### src/rtl/fwd_hazard_unit_if.sv
// Purpose: ID-side control/tag inputs and forward/stall outputs of the hazard unit.
// Latency: n/a (signal bundle only).
// Backpressure: the unit drives stall back to the fetch/decode side; en freezes it.
interface fwd_hazard_unit_if #(
  parameter int REG_W = 5,
  parameter int CNT_W = 16
);
  logic             en;
  logic             flush;
  logic [REG_W-1:0] id_rs;
  logic [REG_W-1:0] id_rt;
  logic             id_use_rs;
  logic             id_use_rt;
  logic [REG_W-1:0] id_wr;
  logic             id_regwrite;
  logic             id_memtoreg;
  logic             id_jal;
  logic [3:0]       forward;
  logic             stall;
  logic [CNT_W-1:0] stall_cnt;

  // Pipeline / decode side: supplies the ID instruction, consumes the selects.
  modport master (
    output en, flush, id_rs, id_rt, id_use_rs, id_use_rt,
           id_wr, id_regwrite, id_memtoreg, id_jal,
    input  forward, stall, stall_cnt
  );

  // Hazard unit side.
  modport slave (
    input  en, flush, id_rs, id_rt, id_use_rs, id_use_rt,
           id_wr, id_regwrite, id_memtoreg, id_jal,
    output forward, stall, stall_cnt
  );
endinterface

### src/rtl/fwd_hazard_unit.sv
// Purpose: forwarding-select generator and load-use hazard detector for the 5-stage MIPS pipe.
// Latency: forward registered 1 cycle (valid through consumer's EX); stall combinational.
// Backpressure: stall holds PC/IF-ID and bubbles ID/EX; en=0 freezes all state, stall=0.
module fwd_hazard_unit #(
  parameter int REG_W = 5,
  parameter int CNT_W = 16
) (
  input  logic             clk,
  input  logic             rst_n,
  fwd_hazard_unit_if.slave bus
);

  typedef struct packed {
    logic             valid;
    logic [REG_W-1:0] wr;
    logic             regwrite;
    logic             memtoreg;
    logic             jal;
  } tag_t;

  localparam logic [1:0] SEL_REGFILE = 2'd0;
  localparam logic [1:0] SEL_ALU_MEM = 2'd1;
  localparam logic [1:0] SEL_DIN_WB  = 2'd2;
  localparam logic [1:0] SEL_PC4_MEM = 2'd3;

  // EX tag is kept in full. Beyond EX only "live" and the register number
  // matter: a MEM producer is always served from Din_WB, and a WB producer
  // needs nothing because the register file writes before it is read.
  tag_t             ex_q;
  tag_t             id_tag;
  logic             mem_live_q;
  logic [REG_W-1:0] mem_wr_q;
  logic [3:0]       forward_q;
  logic [CNT_W-1:0] cnt_q;

  logic             ex_live;
  logic             ex_load;
  logic             stall_int;
  logic             bubble;
  logic [1:0]       sel_rs;
  logic [1:0]       sel_rt;

  // Per-operand select: youngest live producer wins; $0 never matches because
  // a live tag requires a nonzero destination.
  function automatic logic [1:0] op_sel(
    input logic             use_r,
    input logic [REG_W-1:0] r,
    input tag_t             ex,
    input logic             ex_is_live,
    input logic             mem_is_live,
    input logic [REG_W-1:0] mem_wr
  );
    logic [1:0] s;
    s = SEL_REGFILE;
    if (use_r && ex_is_live && !ex.memtoreg && (r == ex.wr))
      s = ex.jal ? SEL_PC4_MEM : SEL_ALU_MEM;
    else if (use_r && mem_is_live && (r == mem_wr))
      s = SEL_DIN_WB;
    return s;
  endfunction

  // Hazard detection and next forward select from the ID operands.
  always_comb begin
    id_tag          = '0;
    id_tag.valid    = 1'b1;
    id_tag.wr       = bus.id_wr;
    id_tag.regwrite = bus.id_regwrite;
    id_tag.memtoreg = bus.id_memtoreg;
    id_tag.jal      = bus.id_jal;

    ex_live = ex_q.valid & ex_q.regwrite & (ex_q.wr != '0);
    ex_load = ex_live & ex_q.memtoreg;

    // Flush wins over stall: the dependent instruction is being squashed anyway.
    stall_int = bus.en & ~bus.flush & ex_load &
                ((bus.id_use_rs & (bus.id_rs == ex_q.wr)) |
                 (bus.id_use_rt & (bus.id_rt == ex_q.wr)));
    bubble    = bus.flush | stall_int;

    sel_rs = op_sel(bus.id_use_rs, bus.id_rs, ex_q, ex_live, mem_live_q, mem_wr_q);
    sel_rt = op_sel(bus.id_use_rt, bus.id_rt, ex_q, ex_live, mem_live_q, mem_wr_q);
  end

  // Tag pipeline and registered forward select advance with the ID/EX register.
  always_ff @(posedge clk or negedge rst_n) begin
    if (!rst_n) begin
      ex_q       <= '0;
      mem_live_q <= 1'b0;
      mem_wr_q   <= '0;
      forward_q  <= '0;
    end else if (bus.en) begin
      mem_live_q <= ex_live;
      mem_wr_q   <= ex_q.wr;
      ex_q       <= bubble ? '0 : id_tag;
      forward_q  <= bubble ? 4'd0 : {sel_rt, sel_rs};
    end
  end

  // Saturating count of stall cycles.
  always_ff @(posedge clk or negedge rst_n) begin
    if (!rst_n)
      cnt_q <= '0;
    else if (stall_int && (cnt_q != '1))
      cnt_q <= cnt_q + CNT_W'(1);
  end

  assign bus.forward   = forward_q;
  assign bus.stall     = stall_int;
  assign bus.stall_cnt = cnt_q;

endmodule

### src/flat_wrapper.sv
// flat-port wrapper written by rule: the top's interface ports become plain ports
module fwd_hazard_unit_flat 
#(
  parameter int REG_W = 5,
  parameter int CNT_W = 16
)
  (clk, rst_n, bus_en, bus_flush, bus_id_rs, bus_id_rt, bus_id_use_rs, bus_id_use_rt, bus_id_wr, bus_id_regwrite, bus_id_memtoreg, bus_id_jal, bus_forward, bus_stall, bus_stall_cnt);
  fwd_hazard_unit_if #(.REG_W(REG_W), .CNT_W(CNT_W)) bus_i ();
  input  logic clk;
  input  logic rst_n;
  input wire logic [$bits(bus_i.en)-1:0] bus_en;
  input wire logic [$bits(bus_i.flush)-1:0] bus_flush;
  input wire logic [$bits(bus_i.id_rs)-1:0] bus_id_rs;
  input wire logic [$bits(bus_i.id_rt)-1:0] bus_id_rt;
  input wire logic [$bits(bus_i.id_use_rs)-1:0] bus_id_use_rs;
  input wire logic [$bits(bus_i.id_use_rt)-1:0] bus_id_use_rt;
  input wire logic [$bits(bus_i.id_wr)-1:0] bus_id_wr;
  input wire logic [$bits(bus_i.id_regwrite)-1:0] bus_id_regwrite;
  input wire logic [$bits(bus_i.id_memtoreg)-1:0] bus_id_memtoreg;
  input wire logic [$bits(bus_i.id_jal)-1:0] bus_id_jal;
  output wire logic [$bits(bus_i.forward)-1:0] bus_forward;
  output wire logic [$bits(bus_i.stall)-1:0] bus_stall;
  output wire logic [$bits(bus_i.stall_cnt)-1:0] bus_stall_cnt;
  assign bus_i.en = bus_en;
  assign bus_i.flush = bus_flush;
  assign bus_i.id_rs = bus_id_rs;
  assign bus_i.id_rt = bus_id_rt;
  assign bus_i.id_use_rs = bus_id_use_rs;
  assign bus_i.id_use_rt = bus_id_use_rt;
  assign bus_i.id_wr = bus_id_wr;
  assign bus_i.id_regwrite = bus_id_regwrite;
  assign bus_i.id_memtoreg = bus_id_memtoreg;
  assign bus_i.id_jal = bus_id_jal;
  assign bus_forward = bus_i.forward;
  assign bus_stall = bus_i.stall;
  assign bus_stall_cnt = bus_i.stall_cnt;
  fwd_hazard_unit #(.REG_W(REG_W), .CNT_W(CNT_W)) u_core (.clk(clk), .rst_n(rst_n), .bus(bus_i));
endmodule
### config.mk
export PLATFORM = sky130hd
export DESIGN_NAME = fwd_hazard_unit_flat
export DESIGN_NICKNAME = d
export VERILOG_FILES = /design/src/rtl/fwd_hazard_unit_if.sv /design/src/rtl/fwd_hazard_unit.sv /design/src/flat_wrapper.sv
export SDC_FILE = /design/constraint.sdc
export NUM_CORES = 1
export LEC_CHECK = 0
export ABC_AREA = 1
export BUFFER_PORTS_ARGS = -buffer_cell sky130_fd_sc_hd__buf_2
export CORE_MARGIN = 3
export CORE_UTILIZATION = 60
export CTS_BUF_LIST = sky130_fd_sc_hd__clkbuf_4
export CTS_CLUSTER_DIAMETER = 80
export DETAILED_ROUTE_END_ITERATION = 12
export GPL_ROUTABILITY_DRIVEN = 0
export PLACE_DENSITY = 0.87
export SETUP_SLACK_MARGIN = 0.1
export SYNTH_ARGS = -nofsm -noshare
export SYNTH_HDL_FRONTEND = slang
export SYNTH_SLANG_ARGS = --single-unit
### constraint.sdc
create_clock -name clk -period 2.65 [get_ports clk]
set_input_delay 0.3975 -clock clk [delete_from_list [all_inputs] [get_ports clk]]
set_output_delay 0.3975 -clock clk [all_outputs]
set_load 0.1 [all_outputs]
# == Yosys cells after proc, flatten, opt, wreduce, memory -nomap -nowiden ==
# Index checks and enable logic that the tools add are counted.
# totals
reg_bits,35
elab_cells,46
in_bits,24
out_inout_bits,21
# op_classes
bitwise_logic,11
reduce_logical,13
n_addsub,1
n_eq_ne,5
n_mux,7
# ops
operator,count
equality test 5 bit,4
"adder 16 x 1 -> 16 bit, second input constant",1
"inequality test 16 bit, second input constant",1
logical AND 1 bit,11
2-to-1 mux 2 bit,5
2-to-1 mux 9 bit,1
AND 1 bit,8
nonzero test 5 bit,1
2-to-1 mux 4 bit,1
bitwise OR 1 bit,2
logical NOT 1 bit,1
NOT 1 bit,1

# == Logic depth before layout (Yosys ltp) ==
# logic_depth
ltp_word,7
ltp_mapped,10
depth_no_buf,10

# == Least setup slack after synthesis ==
# OpenSTA, ideal clock, no wires.
# synth_path
path_type,register -> register
startpoint,"register u_core.cnt_q[1], in the netlist u_core.bus.stall_cnt[1]"
endpoint,"register u_core.cnt_q[14], in the netlist u_core.bus.stall_cnt[14]"
required_ps,2581
path_buffers,1
arrival_time_ps,2363
path_stages_with_launch,9
setup_slack_ps,219
path_cell_list,dfrtp_1 ha_1 nand3_1 nor3_1 nand3_1 nand3_4 buf_6 nand2_1 nand2_1
# synth_via
elab_chain_len,2
elab_cells_between_ends,3
cone_classes,add/sub (1); eq/ne (1); reduce/logical (1)
# synth_rtl
item,line_no,text
start: declaration,fwd_hazard_unit.sv:34,logic [CNT_W-1:0] cnt_q;
start signal: assignment,fwd_hazard_unit.sv:104,cnt_q <= cnt_q + CNT_W'(1);
branches (longest 2 deep; another with adder 16 x 1 -> 16 bit),n/a,
# Parallel ways; which one is timed is not known.
# A chain may end at the register's enable or synchronous reset.

# == Final worst setup path ==
# layout_path
startpoint,register u_core.ex_q[5] (netlist name)
endpoint,output port bus_stall
# layout_via
elab_chain_len,5
elab_cells_between_ends,10
cone_classes,eq/ne (2); bitwise (7); reduce/logical (1)
# layout_rtl
item,line_no,text
start: declaration,fwd_hazard_unit.sv:29,tag_t ex_q;
start signal: assignment,fwd_hazard_unit.sv:94,ex_q <= bubble ? '0 : id_tag;
nonzero test 5 bit,fwd_hazard_unit.sv:71,ex_live = ex_q.valid & ex_q.regwrite & (ex_q.wr != '0);
AND 1 bit,fwd_hazard_unit.sv:71,
AND 1 bit,fwd_hazard_unit.sv:72,ex_load = ex_live & ex_q.memtoreg;
AND 1 bit,fwd_hazard_unit.sv:75,stall_int = bus.en & ~bus.flush & ex_load &
AND 1 bit *,fwd_hazard_unit.sv:75,
end: declaration,flat_wrapper.sv:22,output wire logic [$bits(bus_i.stall)-1:0] bus_stall;
# Every way passes the cells marked *; elsewhere a longest branch is shown, timed or not.

==> results.yml <==
power:
  pwr_density_cell_mw_per_mm2: 406
  peakVddDrop_mv: 0.231
  power_leakage_nw: 1.24
global_route:
  grt_overflow: 0
  grt_pass1_wl_um: 8180
  use_met3: 0.0479
  grtUsageTotal: 0.243
  use_met2: 0.415
  grt_pass1_vias: 1883
  grt_max_degree: 36
  antenna_found_initial: 0
  busiest_layer: "met2"
  grt_use_met1: 0.309
yosys:
  syn-num-nets: 317
  synth_flop_cell: "dfrtp_1"
  synthArstFlopShare: 1.00
  yosysWarnings: 0
  ys_ff_latch: 35
  synth_edf_count: 0
  synth_seq_area_share: 0.413
  synth_area_mm2: 0.00212
  synthCells: 292
  syn-mean-instance-area_um2: 7.26
  synth_cell_types: 22
detailed_routing:
  drc: 0
  routedWlPerCell_um: 12.2
  dr.pass1.iters: 4
  final_antenna_net_count: 0
  num_vias: 1978
  via_per_inst: 5.12
  routed_wirelength_um: 4720
  drtIter0Drc: 174
clock_network:
  cts-htree-levels: 2
  cts_hold_buffers: 0
  cts_tree: "done"
  cts_setup_buffers: 0
  cts_root_buf: "clkbuf_4"
  clockBufferDepth: 2
  clkSinkCount: 35
  clk-insertion-delay-late_ns: 0.33
  clkTransAtPathRegs_ns: 0.11
  cts_resized: 0
  cts-buffers-inserted: 5
die:
  die_y_um: 65.4
  core-area_mm2: 0.00320
  dieWidth_um: 65.4
  initial_core_util: 0.662
  ioPinCount: 45
  die-area_mm2: 0.00428
  num_rows: 20
worst_setup_path:
  end_kind: "output pin"
  path_common_cell: "nand2_1"
  startpoint: "u_core.ex_q[5]"
  worstRegToRegCells: 7
  critPathMaxStageDelay_ns: 0.44
  reg2reg_to: "u_core.bus.stall_cnt[5]"
  path_class: "flop to output pin"
  ff2ff_setup_slack_ns: 0.69
  crit_required_ns: 2.25
  worst_setup_path_start_kind: "flop"
  cp-endpoint: "bus_stall"
  crit_chain: "inv_1 > nand2_1 > nand2_1 > nor2_1 > nand3_1 > nand2_1 > nand2_2 > inv_1 > buf_12"
  crit_path_top_delay_cell: "dfrtp_1"
  worstPathArrival_ns: 1.96
  reg2reg_from: "u_core.bus.stall_cnt[0]"
  crit_fanout: 10
cells_and_area:
  nNetsFinal: 366
  final_common_cell: "nand2_1"
  final_cell_mix: "nand2_1 (94), buf_2 (43), inv_1 (39), dfrtp_1 (35), nor2_1 (31)"
  areaGrowthSynthToFinish_pct: 15.3
  drive_above_1_share: 0.208
  antenna_cells: 0
  fillers: 265
sta:
  slew_violations: 0
  clock_skew_ns: 0.00923
  final.setup.tns_ns: 0
  tightest_slew_ns: 0.776
  worst_slack_ns: 0.296
  finalCriticalPeriod_ns: 2.35
  setup_viol: 0
  final-hold-violation-count: 0
  max_freq_ghz: 0.425
  rsz0062_at_grt: "no"
  relSlewSlack: 0.482
  fin_crit_sh: 0.888
run_status:
  status: "completed"
min_path:
  hp-class: "primary input to async pin"
placed_design:
  pre_cts_slack_ns: 0.604
  io_buffers: 44
  hpwl_um: 3570
flow_run:
  maxCapViolCount: 0
sequential cells by signal, summed over array words and instances (netlist names):
signal                count
u_core.bus.stall_cnt     16
u_core.ex_q               9
u_core.mem_wr_q           5
u_core.bus.forward        4
u_core.mem_live_q         1
where the power goes:
| group | leakage, nW | internal [W] | total (W) | switching [W] |
|---|---|---|---|---|
| Combinational | 0.742 | 0.0000477 | 0.000136 | 0.0000884 |
| Sequential | 0.465 | 0.000554 | 0.000574 | 0.0000202 |
| Clock | 0.0347 | 0.0000988 | 0.000282 | 0.000183 |
| Total | 1.24 | 0.000700 | 0.000992 | 0.000292 |
final cells by class:
type | count | area [µm²] | area share
multi-input combinational | 213 | 1060 | 0.435
clock buffer | 5 | 37.5 | 0.0154
sequential | 35 | 876 | 0.358
clock inverter | 3 | 15.0 | 0.00614
inverter | 41 | 154 | 0.0630
tap | 44 | 55.1 | 0.0225
timing repair buffer | 45 | 243 | 0.0993
worst max-delay path, delay by kind of cell (launching register included):
family                 cells  cell delay, ns
buffers and inverters      3            0.44
and+or+nand+nor            6            0.73
DFF                        1            0.44
cells by family (layout without fill, tap and decap cells):
family	Yosys count	after routing	share of synthesized area
buffers and inverters	44	94	0.0850
AND/OR/NAND/NOR	162	162	0.323
XOR/XNOR	17	17	0.0702
flip-flops	35	35	0.413
adder cells (fa/ha/maj)	1	1	0.00590
AO/OA/AOI/OAI	33	33	0.103
metrics by stage:
step	std cells	hold WS [ns]	instance area, µm²	total power, W	util
after floorplan	292	0.102	2120	0.000663	-
after global placement	378	0.463	2390	0.000717	0.746
after detailed placement	378	0.466	2390	0.000719	0.746
after CTS	386	0.135	2440	0.000998	0.763
after global routing	386	0.169	2440	0.00105	0.763
final	386	0.124	2440	0.000992	0.763
synthesized netlist by cell type, types with 2 or more instances:
cell type | count | area share
nand2_1 | 94 | 0.17
inv_1 | 39 | 0.069
dfrtp_1 | 35 | 0.41
nor2_1 | 31 | 0.055
nand3_1 | 25 | 0.059
o21ai_0 | 18 | 0.043
o21ai_2 | 13 | 0.054
xnor2_1 | 10 | 0.041
nor3_1 | 7 | 0.017
xor2_1 | 7 | 0.029
buf_6 | 2 | 0.011
metal layers:
layer | wire length, µm | up-vias
met5 | 0 | -
met1 | 2000 | 883
li1 | - | 1013
met3 | 268 | 12
met2 | 2360 | 70
met4 | 90 | 0
worst min-delay path by stage:
| stage | to | startpoint | slack [ns] |
|---|---|---|---|
| after floorplan | u_core.bus.forward[0] | rst_n | 0.10 |
| after global placement | u_core.ex_q[8] | u_core.ex_q[8] | 0.46 |
| after detailed placement | u_core.ex_q[8] | u_core.ex_q[8] | 0.47 |
| after CTS | u_core.mem_wr_q[3] | rst_n | 0.13 |
| after global routing | u_core.ex_q[4] | rst_n | 0.17 |
| final | u_core.mem_wr_q[3] | rst_n | 0.12 |
Note: power is estimated with default switching activity, not from simulation.
